**src/rtl/ex_pkg.sv**
```systemverilog
// ----------------------------------------------------------------------------
// ex_pkg
// Shared definitions for the MIPS execute stage:
//   - ALU_OP encodings driven by the decode stage
//   - R-type funct codes understood by the ALU (plus the multiply funct)
//   - state encoding of the iterative multiplier FSM
// ----------------------------------------------------------------------------
package ex_pkg;

    // ALU_OP field coming from the ID/EX register
    localparam logic [1:0] ALU_OP_ADD   = 2'b00;
    localparam logic [1:0] ALU_OP_SUB   = 2'b01;
    localparam logic [1:0] ALU_OP_RTYPE = 2'b10;
    localparam logic [1:0] ALU_OP_SLT   = 2'b11;

    // R-type funct codes
    localparam logic [5:0] FN_ADD = 6'h20;
    localparam logic [5:0] FN_SUB = 6'h22;
    localparam logic [5:0] FN_AND = 6'h24;
    localparam logic [5:0] FN_OR  = 6'h25;
    localparam logic [5:0] FN_SLT = 6'h2A;
    localparam logic [5:0] FN_SLL = 6'h00;
    localparam logic [5:0] FN_SRL = 6'h02;
    localparam logic [5:0] FN_MUL = 6'h18;

    // Iterative multiplier FSM states
    typedef enum logic [1:0] {
        IDLE     = 2'b00,
        MUL_BUSY = 2'b01,
        MUL_DONE = 2'b10
    } mul_state_e;

endpackage

```
**src/rtl/ex_seq_multiplier.sv**
```systemverilog
// ----------------------------------------------------------------------------
// ex_seq_multiplier
// 32-iteration shift-add unsigned multiplier with start/busy/done handshake.
// All state updates on the falling clock edge, matching the pipeline.
//
// Ports:
//   clk          in   pipeline clock (negedge active)
//   rst          in   synchronous active-high reset
//   start        in   multiply requested; only accepted in IDLE
//   multiplicand in   DATA_W  first operand, latched on acceptance
//   multiplier   in   DATA_W  second operand, latched on acceptance
//   busy         out  registered, high while the 32 steps are running
//   done         out  registered, high for the one cycle the product is ready
//   product      out  DATA_W  low word of the 64-bit accumulator
//
// Timing: accept edge -> 32 step edges -> MUL_DONE for one edge -> IDLE.
// The MUL_DONE edge never re-accepts start, so an instruction still held at
// the inputs while its result is collected is not launched a second time.
// ----------------------------------------------------------------------------
module ex_seq_multiplier
    import ex_pkg::*;
#(
    parameter int DATA_W = 32
) (
    input  logic              clk,
    input  logic              rst,
    input  logic              start,
    input  logic [DATA_W-1:0] multiplicand,
    input  logic [DATA_W-1:0] multiplier,
    output logic              busy,
    output logic              done,
    output logic [DATA_W-1:0] product
);

    mul_state_e          state_q;
    logic [4:0]          count_q;
    logic [2*DATA_W-1:0] mcand_q;
    logic [DATA_W-1:0]   mplier_q;
    logic [2*DATA_W-1:0] acc_q;

    // One FSM block: the multiplicand is shifted left and the multiplier
    // shifted right each step, so bit 0 of mplier_q always selects whether
    // the current weighted multiplicand is added into the accumulator.
    // busy/done are registered alongside the state so they are glitch-free.
    always_ff @(negedge clk) begin
        if (rst) begin
            state_q  <= IDLE;
            count_q  <= '0;
            mcand_q  <= '0;
            mplier_q <= '0;
            acc_q    <= '0;
            busy     <= 1'b0;
            done     <= 1'b0;
        end else begin
            case (state_q)
                IDLE: begin
                    if (start) begin
                        mcand_q  <= {{DATA_W{1'b0}}, multiplicand};
                        mplier_q <= multiplier;
                        acc_q    <= '0;
                        count_q  <= '0;
                        busy     <= 1'b1;
                        state_q  <= MUL_BUSY;
                    end
                end
                MUL_BUSY: begin
                    if (mplier_q[0]) begin
                        acc_q <= acc_q + mcand_q;
                    end
                    mcand_q  <= mcand_q << 1;
                    mplier_q <= mplier_q >> 1;
                    count_q  <= count_q + 5'd1;
                    if (count_q == 5'd31) begin
                        busy    <= 1'b0;
                        done    <= 1'b1;
                        state_q <= MUL_DONE;
                    end
                end
                MUL_DONE: begin
                    done    <= 1'b0;
                    state_q <= IDLE;
                end
                default: begin
                    busy    <= 1'b0;
                    done    <= 1'b0;
                    state_q <= IDLE;
                end
            endcase
        end
    end

    // The high word is intentionally dropped: mult keeps only the low 32 bits
    assign product = acc_q[DATA_W-1:0];

endmodule

```
**src/rtl/ex_stage.sv**
```systemverilog
// ----------------------------------------------------------------------------
// ex_stage
// Execute stage of the 5-stage MIPS pipeline. Sits behind the ID/EX register,
// computes the ALU result and holds the EX/MEM register contents internally.
// All state updates on the falling clock edge; rst is synchronous.
//
// Build option: define MULT_EN to include the iterative multiplier
// (ex_seq_multiplier). Without it stall_out is tied low and the multiply
// funct decodes like any undefined funct (result 0, one-edge latency).
//
// Ports:
//   clk, rst                          clock (negedge) / sync active-high reset
//   wb_in, mem_read_in, mem_write_in,
//   mem2reg_in                        control bits from ID/EX
//   ALU_src_in                        1 = operand B is I_tar_data_in
//   reg_dst_in                        1 = destination is R_dst_addr_in
//   ALU_OP_in [1:0]                   00 add, 01 sub, 10 R-type, 11 slt
//   src_data_in, R_tar_data_in,
//   I_tar_data_in [DATA_W-1:0]        rs, rt, sign-extended immediate
//   shamt_in [4:0], funct_ctrl_in [5:0]
//   R_dst_addr_in, I_dst_addr_in [4:0] rd / rt addresses
//   wb_out, mem_read_out, mem_write_out, mem2reg_out  EX/MEM control
//   alu_result_out, store_data_out [DATA_W-1:0]       EX/MEM data
//   dst_addr_out [4:0]                EX/MEM destination
//   stall_out                         combinational hold request upstream
// Only DATA_W = 32 is supported.
// ----------------------------------------------------------------------------
module ex_stage
    import ex_pkg::*;
#(
    parameter int         DATA_W    = 32,
    parameter logic [5:0] MUL_FUNCT = FN_MUL
) (
    input  logic              clk,
    input  logic              rst,
    input  logic              wb_in,
    input  logic              mem_read_in,
    input  logic              mem_write_in,
    input  logic              mem2reg_in,
    input  logic              ALU_src_in,
    input  logic              reg_dst_in,
    input  logic [1:0]        ALU_OP_in,
    input  logic [DATA_W-1:0] src_data_in,
    input  logic [DATA_W-1:0] R_tar_data_in,
    input  logic [DATA_W-1:0] I_tar_data_in,
    input  logic [4:0]        shamt_in,
    input  logic [4:0]        R_dst_addr_in,
    input  logic [4:0]        I_dst_addr_in,
    input  logic [5:0]        funct_ctrl_in,
    output logic              wb_out,
    output logic              mem_read_out,
    output logic              mem_write_out,
    output logic              mem2reg_out,
    output logic [DATA_W-1:0] alu_result_out,
    output logic [DATA_W-1:0] store_data_out,
    output logic [4:0]        dst_addr_out,
    output logic              stall_out
);

    logic [DATA_W-1:0] op_b;
    logic [DATA_W-1:0] alu_result;
    logic [DATA_W-1:0] ex_result;
    logic [4:0]        dst_sel;
    logic              is_mul;
    logic              insert_bubble;

    assign op_b    = ALU_src_in ? I_tar_data_in : R_tar_data_in;
    assign dst_sel = reg_dst_in ? R_dst_addr_in : I_dst_addr_in;
    assign is_mul  = (ALU_OP_in == ALU_OP_RTYPE) && (funct_ctrl_in == MUL_FUNCT);

    // Single-cycle ALU. Arithmetic wraps modulo 2^32, slt is signed.
    // A multiply funct never yields an ALU value: with the multiplier built
    // in, the product replaces it; without it, it acts as an undefined funct.
    always_comb begin
        alu_result = '0;
        case (ALU_OP_in)
            ALU_OP_ADD: alu_result = src_data_in + op_b;
            ALU_OP_SUB: alu_result = src_data_in - op_b;
            ALU_OP_SLT: alu_result = {{(DATA_W-1){1'b0}},
                                      ($signed(src_data_in) < $signed(op_b))};
            default: begin
                case (funct_ctrl_in)
                    FN_ADD:  alu_result = src_data_in + op_b;
                    FN_SUB:  alu_result = src_data_in - op_b;
                    FN_AND:  alu_result = src_data_in & op_b;
                    FN_OR:   alu_result = src_data_in | op_b;
                    FN_SLT:  alu_result = {{(DATA_W-1){1'b0}},
                                           ($signed(src_data_in) < $signed(op_b))};
                    FN_SLL:  alu_result = op_b << shamt_in;
                    FN_SRL:  alu_result = op_b >> shamt_in;
                    default: alu_result = '0;
                endcase
            end
        endcase
        if (is_mul) begin
            alu_result = '0;
        end
    end

`ifdef MULT_EN
    logic              mul_busy;
    logic              mul_done;
    logic [DATA_W-1:0] mul_product;

    ex_seq_multiplier #(
        .DATA_W (DATA_W)
    ) u_mul (
        .clk          (clk),
        .rst          (rst),
        .start        (is_mul),
        .multiplicand (src_data_in),
        .multiplier   (op_b),
        .busy         (mul_busy),
        .done         (mul_done),
        .product      (mul_product)
    );

    // Hold upstream while a multiply is being accepted (IDLE with a multiply
    // at the inputs) or running. In MUL_DONE the held instruction is retired,
    // so the pipeline is released on that edge.
    assign insert_bubble = mul_busy || (is_mul && !mul_done);
    assign stall_out     = !rst && insert_bubble;
    assign ex_result     = mul_done ? mul_product : alu_result;
`else
    assign insert_bubble = 1'b0;
    assign stall_out     = 1'b0;
    assign ex_result     = alu_result;
`endif

    // EX/MEM register. A bubble is the same all-zero value as reset, so
    // both share one branch.
    always_ff @(negedge clk) begin
        if (rst || insert_bubble) begin
            wb_out         <= 1'b0;
            mem_read_out   <= 1'b0;
            mem_write_out  <= 1'b0;
            mem2reg_out    <= 1'b0;
            alu_result_out <= '0;
            store_data_out <= '0;
            dst_addr_out   <= '0;
        end else begin
            wb_out         <= wb_in;
            mem_read_out   <= mem_read_in;
            mem_write_out  <= mem_write_in;
            mem2reg_out    <= mem2reg_in;
            alu_result_out <= ex_result;
            store_data_out <= R_tar_data_in;
            dst_addr_out   <= dst_sel;
        end
    end

endmodule

```
**config.mk**
```make
export PLATFORM = sky130hd
export DESIGN_NAME = ex_stage
export DESIGN_NICKNAME = d
export VERILOG_FILES = /design/src/rtl/ex_pkg.sv /design/src/rtl/ex_seq_multiplier.sv /design/src/rtl/ex_stage.sv
export SDC_FILE = /design/constraint.sdc
export NUM_CORES = 1
export LEC_CHECK = 0
export BUFFER_PORTS_ARGS = -buffer_cell sky130_fd_sc_hd__buf_4
export CORE_MARGIN = 2
export CORE_UTILIZATION = 45
export DETAILED_ROUTE_END_ITERATION = 6
export PLACE_DENSITY = 0.62
export RECOVER_POWER = 25
export SYNTH_ARGS = -nofsm -noshare
export SYNTH_HDL_FRONTEND = slang
export SYNTH_HIERARCHICAL = 1
export SYNTH_SLANG_ARGS = --single-unit
```
**constraint.sdc**
```tcl
create_clock -name clk -period 10.5 [get_ports clk]
set_clock_uncertainty 0.1 [all_clocks]
set_input_delay 1.05 -clock clk [delete_from_list [all_inputs] [get_ports clk]]
set_output_delay 1.05 -clock clk [all_outputs]
set_load 0.05 [all_outputs]
```
; Word level (Yosys, flattened, before mapping)
; Cells that the tools add are included.
[word_totals]
reg_bits = 73
out_inout_bits = 74
word_cells = 32
[classes]
addsub = 2
n_lt_le_gt_ge = 1
eq_ne = 10
shifts = 2
muxes = 4
n_bitwise = 2
n_reduce_logical = 4
[op_table]
columns = cell, n
row1 = $pmux 32 s7, 1
row2 = $pmux 32 s3, 1
row3 = $add 32x32->32, 1
row4 = $and 32x32->32, 1
row5 = $lt 32x32->1, 1
row6 = $mux 32, 1
row7 = $or 32x32->32, 1
row8 = $shl 32x5->32, 1
row9 = $shr 32x5->32, 1
row10 = $sub 32x32->32, 1
row11 = $eq 6x6->1 const B, 5
row12 = $eq 6x2->1 const B, 1
row13 = $eq 6x5->1 const B, 1
row14 = $logic_not 6->1, 1
row15 = $mux 5, 1
row16 = $eq 2x2->1 const B, 2
row17 = $eq 2x1->1 const B, 1
row18 = $logic_not 2->1, 1
row19 = $reduce_or 2->1, 1
row20 = $logic_and 1x1->1, 1

; Logic depth before layout (Yosys ltp)
; Gate-level depths: netlist (run 1).
[logic_depth]
depth_word = 4
depth_mapped = 18
mapped_depth_nobuf = 14

==> flow_summary_export.csv, run 1 <==
group,metric,value,unit
run_status,run_status,"complete, but fails checks",
run_status,violations,"capacitance limit, slew limit",
die,floorplan.core_area,27000,um2
detailed_routing,drt_pre_antenna_iters,6,
pwr,leak_pwr,6.65,nW
critical_path,critical_path.top_delay_family,"compound AO/OA/AOI/OAI gates",
logic_synthesis,synth_compound_gate_area_share,0.256,
clock_tree,cts_made_buffers,9,
sta,timing_max_transition_violations_final,46,
logic_synthesis,synth.yosys.seq_area_share,0.117,
logic_synthesis,synth-adder-area-share,0.104,
logic_synthesis,synth.net_count,1843,
critical_path,worstSetupStartpointType,"input pin",
logic_synthesis,yosysMostFrequentCell,"nor2_1",
clock_tree,cts-htree-levels,3,
pwr,ir_worst_vdd,0.0796,mV
clock_tree,cts_resized,0,
die,top_level_i_o_count,201,
die,die-area,29000,um2
critical_path,worst-path-max-fanout,31,
sta,timing.final.ws_setup,0.645,ns
critical_path,critPathKind,"input pin to register",
logic_synthesis,synth_cell_types,82,
global_route,gr-usage-all-layers,0.367,
sta,hold_viol_final,0,
logic_synthesis,post_synth_main_area_contributors,"mux4_2 (12%), dfxtp_1 (12%), ha_1 (10%)",
placed_design,gp_routability_congestion,1.05,
logic_synthesis,yosys-top-cells-count,"nor2_1 (181), a21oi_1 (143), nand2_1 (125)",
critical_path,timing.critical_path.cells,"buf_4 -> buf_12 -> mux2i_1 -> ha_1 -> nor2b_1 -> a2111oi_1 -> o311a_1 -> and4_1 -> nor2_2 -> a21oi_1 -> a21oi_1 -> o211a_1 -> o22ai_1",
sta,tightest_slew,2.12,ns
final_layout,nets,2046,
logic_synthesis,synth_mux_area_frac,0.243,
placed_design,dpl_worst_slack,0.367,ns
logic_synthesis,postSynthAreaPerCell,7.71,um2
worst_hold_path,holdCritStartpoint,"mem_read_in",
global_route,grt_pass1_vias,13200,
logic_synthesis,main_combinational_cell_family_by_area_after_synthesis,"compound AO/OA/AOI/OAI gates",
placed_design,place.detailed.hpwl,42.2,mm
logic_synthesis,synth_warnings,6,
clock_tree,clkTransAtPathRegs,0.05,ns
detailed_routing,remaining_drc_errors,0,
clock_tree,ctsRootBufferMaster,"clkbuf_16",
sta,setup_repair_after_global_routing_missed_its_margin,"no",
worst_hold_path,number_of_cells_on_the_worst_hold_path,2,
clock_tree,cts_buffer_depth,2,
die,die_width,170,um
placed_design,io_buffer_count,199,
clock_tree,cts_hold_repair.buffers,0,
worst_hold_path,hold_class,"input pin to register",
detailed_routing,routed_wire_length_per_instance,25.1,um
global_route,grt_max_degree,63,
detailed_routing,routed_via_density,6.57,
sta,finalSetupTns,0,ns
critical_path,critical_path.endpoint_type,"register",
clock_tree,cts_tree,"done",
logic_synthesis,synthXorXnorAreaFrac,0.0197,
logic_synthesis,synth_enable_flop_cells,0,
global_route,initial_antenna_violation_count,0,
clock_tree,cts.sink_count,73,
detailed_routing,route.vias.total,14200,
detailed_routing,starting_drt_drc_count,1834,
sta,setup_viol,0,
pwr,power_density,113,nW/um2
final_layout,syn2layout_area_growth,18.0,%
critical_path,critical_path.most_common_cell,"a21oi_1",
critical_path,critical-path-slowest-cell,"a2111oi_1",
die,rows,60,
worst_hold_path,holdPathEnd,"mem_read_out",
logic_synthesis,synth_area_leader_cell,"mux4_2",
die,initial_cell_density_of_the_core,0.460,
logic_synthesis,yosys.area_share.simple,0.179,
critical_path,arrival_time_reported_for_the_critical_path_endpoint,4.86,ns
global_route,global_route_congestion_overflow_total,0,
logic_synthesis,synth_cells,1614,
global_route,grt_first_pass_wirelength,80.3,mm
detailed_routing,ant_nets,0,
critical_path,buf_inv_stages_crit_path,2,
final_layout,post_layout_nonfiller_instances,2164,
logic_synthesis,post-synth-top-area-fraction,0.121,
clock_tree,post_cts_buffers,0,
critical_path,cp.required,5.51,ns
logic_synthesis,ys_dominant_reg_cell,"dfxtp_1",
die,die-height,170,um
logic_synthesis,asyncSetResetFlopFracSynth,0,
final_layout,share_of_layout_cells_above_drive_strength_1,0.211,
detailed_routing,wl,54.3,mm
critical_path,cp_slowest_stage_delay,0.66,ns
placed_design,placed_cells_incl_taps,2075,
logic_synthesis,synthesis.area,12400,um2
logic_synthesis,synth_seq_cells,73,
sta,max_slew_margin,-0.411,
job,maxCapViolCount,1,
final_layout,post-route-util,0.543,
-- how the worst max path moves through the flow --
stage	slack, ns	cells after the start	endpoint	start
after floorplan	0.59	18	alu_result_out[22]	ALU_src_in
after CTS	0.81	13	alu_result_out[0]	ALU_src_in
final	0.65	13	alu_result_out[0]	ALU_src_in
after detailed placement	0.37	13	alu_result_out[0]	ALU_src_in
after global placement	0.41	13	alu_result_out[0]	ALU_src_in
after global routing	0.47	13	alu_result_out[30]	ALU_src_in
-- cell families (layout without fill, tap and decap cells) --
kind of cell / count (synthesis) / in the layout
simple gates: 487 / 487
compound gates: 485 / 485
buf+inv: 224 / 432
mux: 214 / 214
fa+ha+maj: 102 / 102
flops: 73 / 73
xor+xnor: 28 / 28
other cells: 1 / 2
-- sequential cells by signal, indices dropped and copies added, names as in the netlist --
name and flops:
wb_out 1, mem2reg_out 1, store_data_out 32, mem_write_out 1, mem_read_out 1, dst_addr_out 5, alu_result_out 32
-- power by group --
group,total [mW],internal (mW),switching (mW),leakage (nW)
Clock,0.488,0.249,0.239,0.552
Combinational,0.865,0.310,0.554,5.50
Sequential,0.310,0.302,0.00716,0.606
-- layout make-up --
| class | count | area (um2) |
|---|---|---|
| Tap cell | 341 | 427 |
| Multi-Input combinational cell | 1317 | 9990 |
| Sequential cell | 73 | 1460 |
| Timing Repair Buffer | 239 | 1820 |
| Inverter | 104 | 390 |
| Clock inverter | 80 | 375 |
| Fill cell | 2697 | 12300 |
| Antenna cell | 1 | 2.50 |
| Clock buffer | 9 | 225 |
-- placed cells by master, fill, tap and decap left out, drive strengths merged, types with 22 or more instances in the layout --
| cell | count |
|---|---|
| nand3 | 22 |
| dfxtp | 73 |
| a211oi | 36 |
| o21ai | 85 |
| ha | 100 |
| nand2 | 125 |
| nor2b | 48 |
| a21oi | 144 |
| buf | 238 |
| mux2 | 35 |
| mux2i | 112 |
| inv | 180 |
| o22ai | 38 |
| nor2 | 183 |
| xnor2 | 25 |
| nor3 | 36 |
| mux4 | 67 |
-- stage by stage --
stage	power, mW	hold WS, ns	instance area, um2
final	1.66	6.00	14700
after global routing	1.75	6.01	14700
after CTS	1.65	5.99	14700
after detailed placement	1.19	6.42	14100
after global placement	1.19	6.41	14100
after floorplan	0.917	6.33	12400
-- layer usage --
layer	global-route usage	routed length, um	vias up
met5	0	0	-
met4	0.133	1810	0
met3	0.0935	5960	120
met2	0.542	23000	876
met1	0.513	23500	6856
li1	-	-	6358
No activity file was read; power rests on OpenSTA's default activity.
==> run 2: changes to the inputs <==
--- a/config.mk
+++ b/config.mk
@@ -6,10 +6,12 @@
 export NUM_CORES = 1
 export LEC_CHECK = 0
 export BUFFER_PORTS_ARGS = -buffer_cell sky130_fd_sc_hd__buf_4
+export CELL_PAD_IN_SITES_DETAIL_PLACEMENT = 0
+export CELL_PAD_IN_SITES_GLOBAL_PLACEMENT = 1
 export CORE_MARGIN = 2
 export CORE_UTILIZATION = 45
 export DETAILED_ROUTE_END_ITERATION = 6
-export PLACE_DENSITY = 0.62
+export PLACE_DENSITY = 0.82
 export RECOVER_POWER = 25
 export SYNTH_ARGS = -nofsm -noshare
 export SYNTH_HDL_FRONTEND = slang
==> run 2 against run 1 <==
Against the previous run: the flow still finishes with violations (capacitance limit, slew limit); worst setup slack better by 0.016 ns; power shrank 1.9%; clock power down 6.8%; first-iteration DRC count increased by 3.8%; critical path type unchanged; critical endpoint is now alu_result_out[31].
==> flow_summary_export.csv, run 2 (synthesized netlist as in run 1, its figures left out) <==
group,metric,value,unit
global_route,initial_antenna_violation_count,1,
clock_tree,post_cts_buffers,0,
clock_tree,cts_tree,"done",
clock_tree,cts_resized,0,
pwr,post_route_total_power,1.63,mW
detailed_routing,route.vias.total,14100,
clock_tree,clkTransAtPathRegs,0.04,ns
global_route,grt_pass1_vias,13100,
die,floorplan.core_area,27000,um2
die,top_level_i_o_count,201,
critical_path,critical_path.endpoint_type,"register",
critical_path,cp.required,5.44,ns
placed_design,place_area,14000,um2
clock_tree,ctsRootBufferMaster,"clkbuf_16",
placed_design,dpl_worst_slack,0.379,ns
critical_path,worstSetupStartpointType,"input pin",
pwr,leak_pwr,6.61,nW
die,rows,60,
critical_path,timing.critical_path.cells,"buf_4 -> buf_4 -> mux2i_1 -> ha_1 -> inv_1 -> nor2_1 -> a2111oi_2 -> o31ai_1 -> a31oi_1 -> nor3_1 -> o2111ai_1 -> o211a_1 -> o211ai_1",
placed_design,placed_cells_incl_taps,2068,
sta,setup_viol,0,
sta,max_slew_margin,-0.419,
sta,hold_viol_final,0,
sta,tightest_slew,2.13,ns
die,die-area,29000,um2
critical_path,critical-path-slowest-cell,"mux2i_1",
critical_path,critPathKind,"input pin to register",
final_layout,biggestRegsByFlops,"alu_result_out: 32 flops, store_data_out: 32 flops, dst_addr_out: 5 flops",
placed_design,io_buffer_count,199,
clock_tree,cts_buffer_depth,2,
placed_design,gp_routability_congestion,1.01,
sta,timing.final.ws_setup,0.661,ns
sta,setup_repair_after_global_routing_missed_its_margin,"no",
detailed_routing,remaining_drc_errors,0,
final_layout,post-route-util,0.540,
global_route,gr-usage-all-layers,0.370,
global_route,grt_max_degree,63,
critical_path,critical_path.startpoint,"ALU_src_in",
run_status,violations,"capacitance limit, slew limit",
pwr,power_density,112,nW/um2
clock_tree,cts.sink_count,73,
detailed_routing,drt_pre_antenna_iters,5,
worst_hold_path,number_of_cells_on_the_worst_hold_path,2,
worst_hold_path,holdPathEnd,"mem_read_out",
critical_path,worst-path-max-fanout,21,
pwr,pwr-share-clk,0.279,
pwr,ir_worst_vdd,0.0675,mV
worst_hold_path,hold_class,"input pin to register",
critical_path,arrival_time_reported_for_the_critical_path_endpoint,4.78,ns
final_layout,fillers,2672,
pwr,total_switching_power,795,uW
global_route,global_route_congestion_overflow_total,0,
detailed_routing,routed_via_density,6.53,
detailed_routing,wl,55.1,mm
job,maxCapViolCount,1,
clock_tree,cts-htree-levels,3,
die,die-height,170,um
global_route,grt_first_pass_wirelength,80.7,mm
final_layout,post-route-cell-area,14600,um2
final_layout,final_common_cell,"buf_4",
run_status,run_status,"complete, but fails checks",
pwr,design_internal_power,836,uW
die,initial_cell_density_of_the_core,0.460,
critical_path,cp_slowest_stage_delay,0.58,ns
pwr,switch_share,0.487,
sta,finalSetupTns,0,ns
final_layout,most-common-layout-cells,"buf_4 (229), nor2_1 (181), inv_1 (168)",
worst_hold_path,holdCritStartpoint,"mem_read_in",
critical_path,critical_path.most_common_cell,"buf_4",
final_layout,share_of_layout_cells_above_drive_strength_1,0.208,
detailed_routing,ant_nets,0,
detailed_routing,starting_drt_drc_count,1904,
final_layout,syn2layout_area_growth,17.4,%
sta,timing_max_transition_violations_final,46,
sta,whs,6.00,ns
detailed_routing,routed_wire_length_per_instance,25.6,um
pwr,share_comb_of_total_power,0.530,
final_layout,post_layout_nonfiller_instances,2157,
clock_tree,cts_made_buffers,9,
placed_design,place.detailed.hpwl,42.5,mm
die,die_width,170,um
clock_tree,cts_hold_repair.buffers,0,
final_layout,nets,2039,
pwr,pwr-share-seq,0.190,
run 2: changes by cell type in the layout (fill, tap and decap cells not counted), sizes merged:
cell,delta
bufinv,-1
inv,+1
buf,-7
run 2: per-layer routing:
| layer | vias up | global-route usage | part of all wire |
|---|---|---|---|
| met1 | 6763 | 0.529 | 0.44 |
| li1 | 6346 | - | - |
| met4 | 0 | 0.140 | 0.034 |
| met3 | 111 | 0.0826 | 0.11 |
| met5 | - | 0 | 0 |
| met2 | 859 | 0.540 | 0.42 |
run 2: final cells by class:
| type | count | area [um2] | share of cell area |
|---|---|---|---|
| multi-input cells | 1317 | 9990 | 0.684 |
| repair buffers | 232 | 1760 | 0.121 |
| flip-flops and latches | 73 | 1460 | 0.100 |
| well taps | 341 | 427 | 0.0292 |
| inverters | 104 | 390 | 0.0267 |
| clock inverters | 80 | 352 | 0.0241 |
| clock buffers | 9 | 225 | 0.0154 |
| diodes | 1 | 2.50 | 0.000171 |
run 2: worst max path at each step:
stage / slack [ns] / to / cells after the start
2_1_floorplan: 0.59 / alu_result_out[22] / 18
3_3_place_gp: 0.46 / alu_result_out[31] / 13
3_5_place_dp: 0.38 / alu_result_out[31] / 13
4_1_cts: 0.80 / alu_result_out[31] / 13
5_1_grt: 0.42 / alu_result_out[30] / 13
6_report: 0.66 / alu_result_out[31] / 13
run 2: power by group through the flow:
stage	sequential [mW]	clock [mW]	combinational, mW
2_1_floorplan	0.393	0.0427	0.481
3_3_place_gp	0.314	0.0427	0.836
3_5_place_dp	0.314	0.0427	0.836
4_1_cts	0.311	0.467	0.841
5_1_grt	0.312	0.494	0.912
6_report	0.311	0.455	0.865
run 2: critical path: cells and delay by family:
family,cells,cell delay [ns]
buffers and inverters,3,0.83
AND/OR/NAND/NOR,2,0.29
multiplexers,1,0.58
AO/OA/AOI/OAI,6,1.56
adder cells (fa/ha/maj),1,0.45
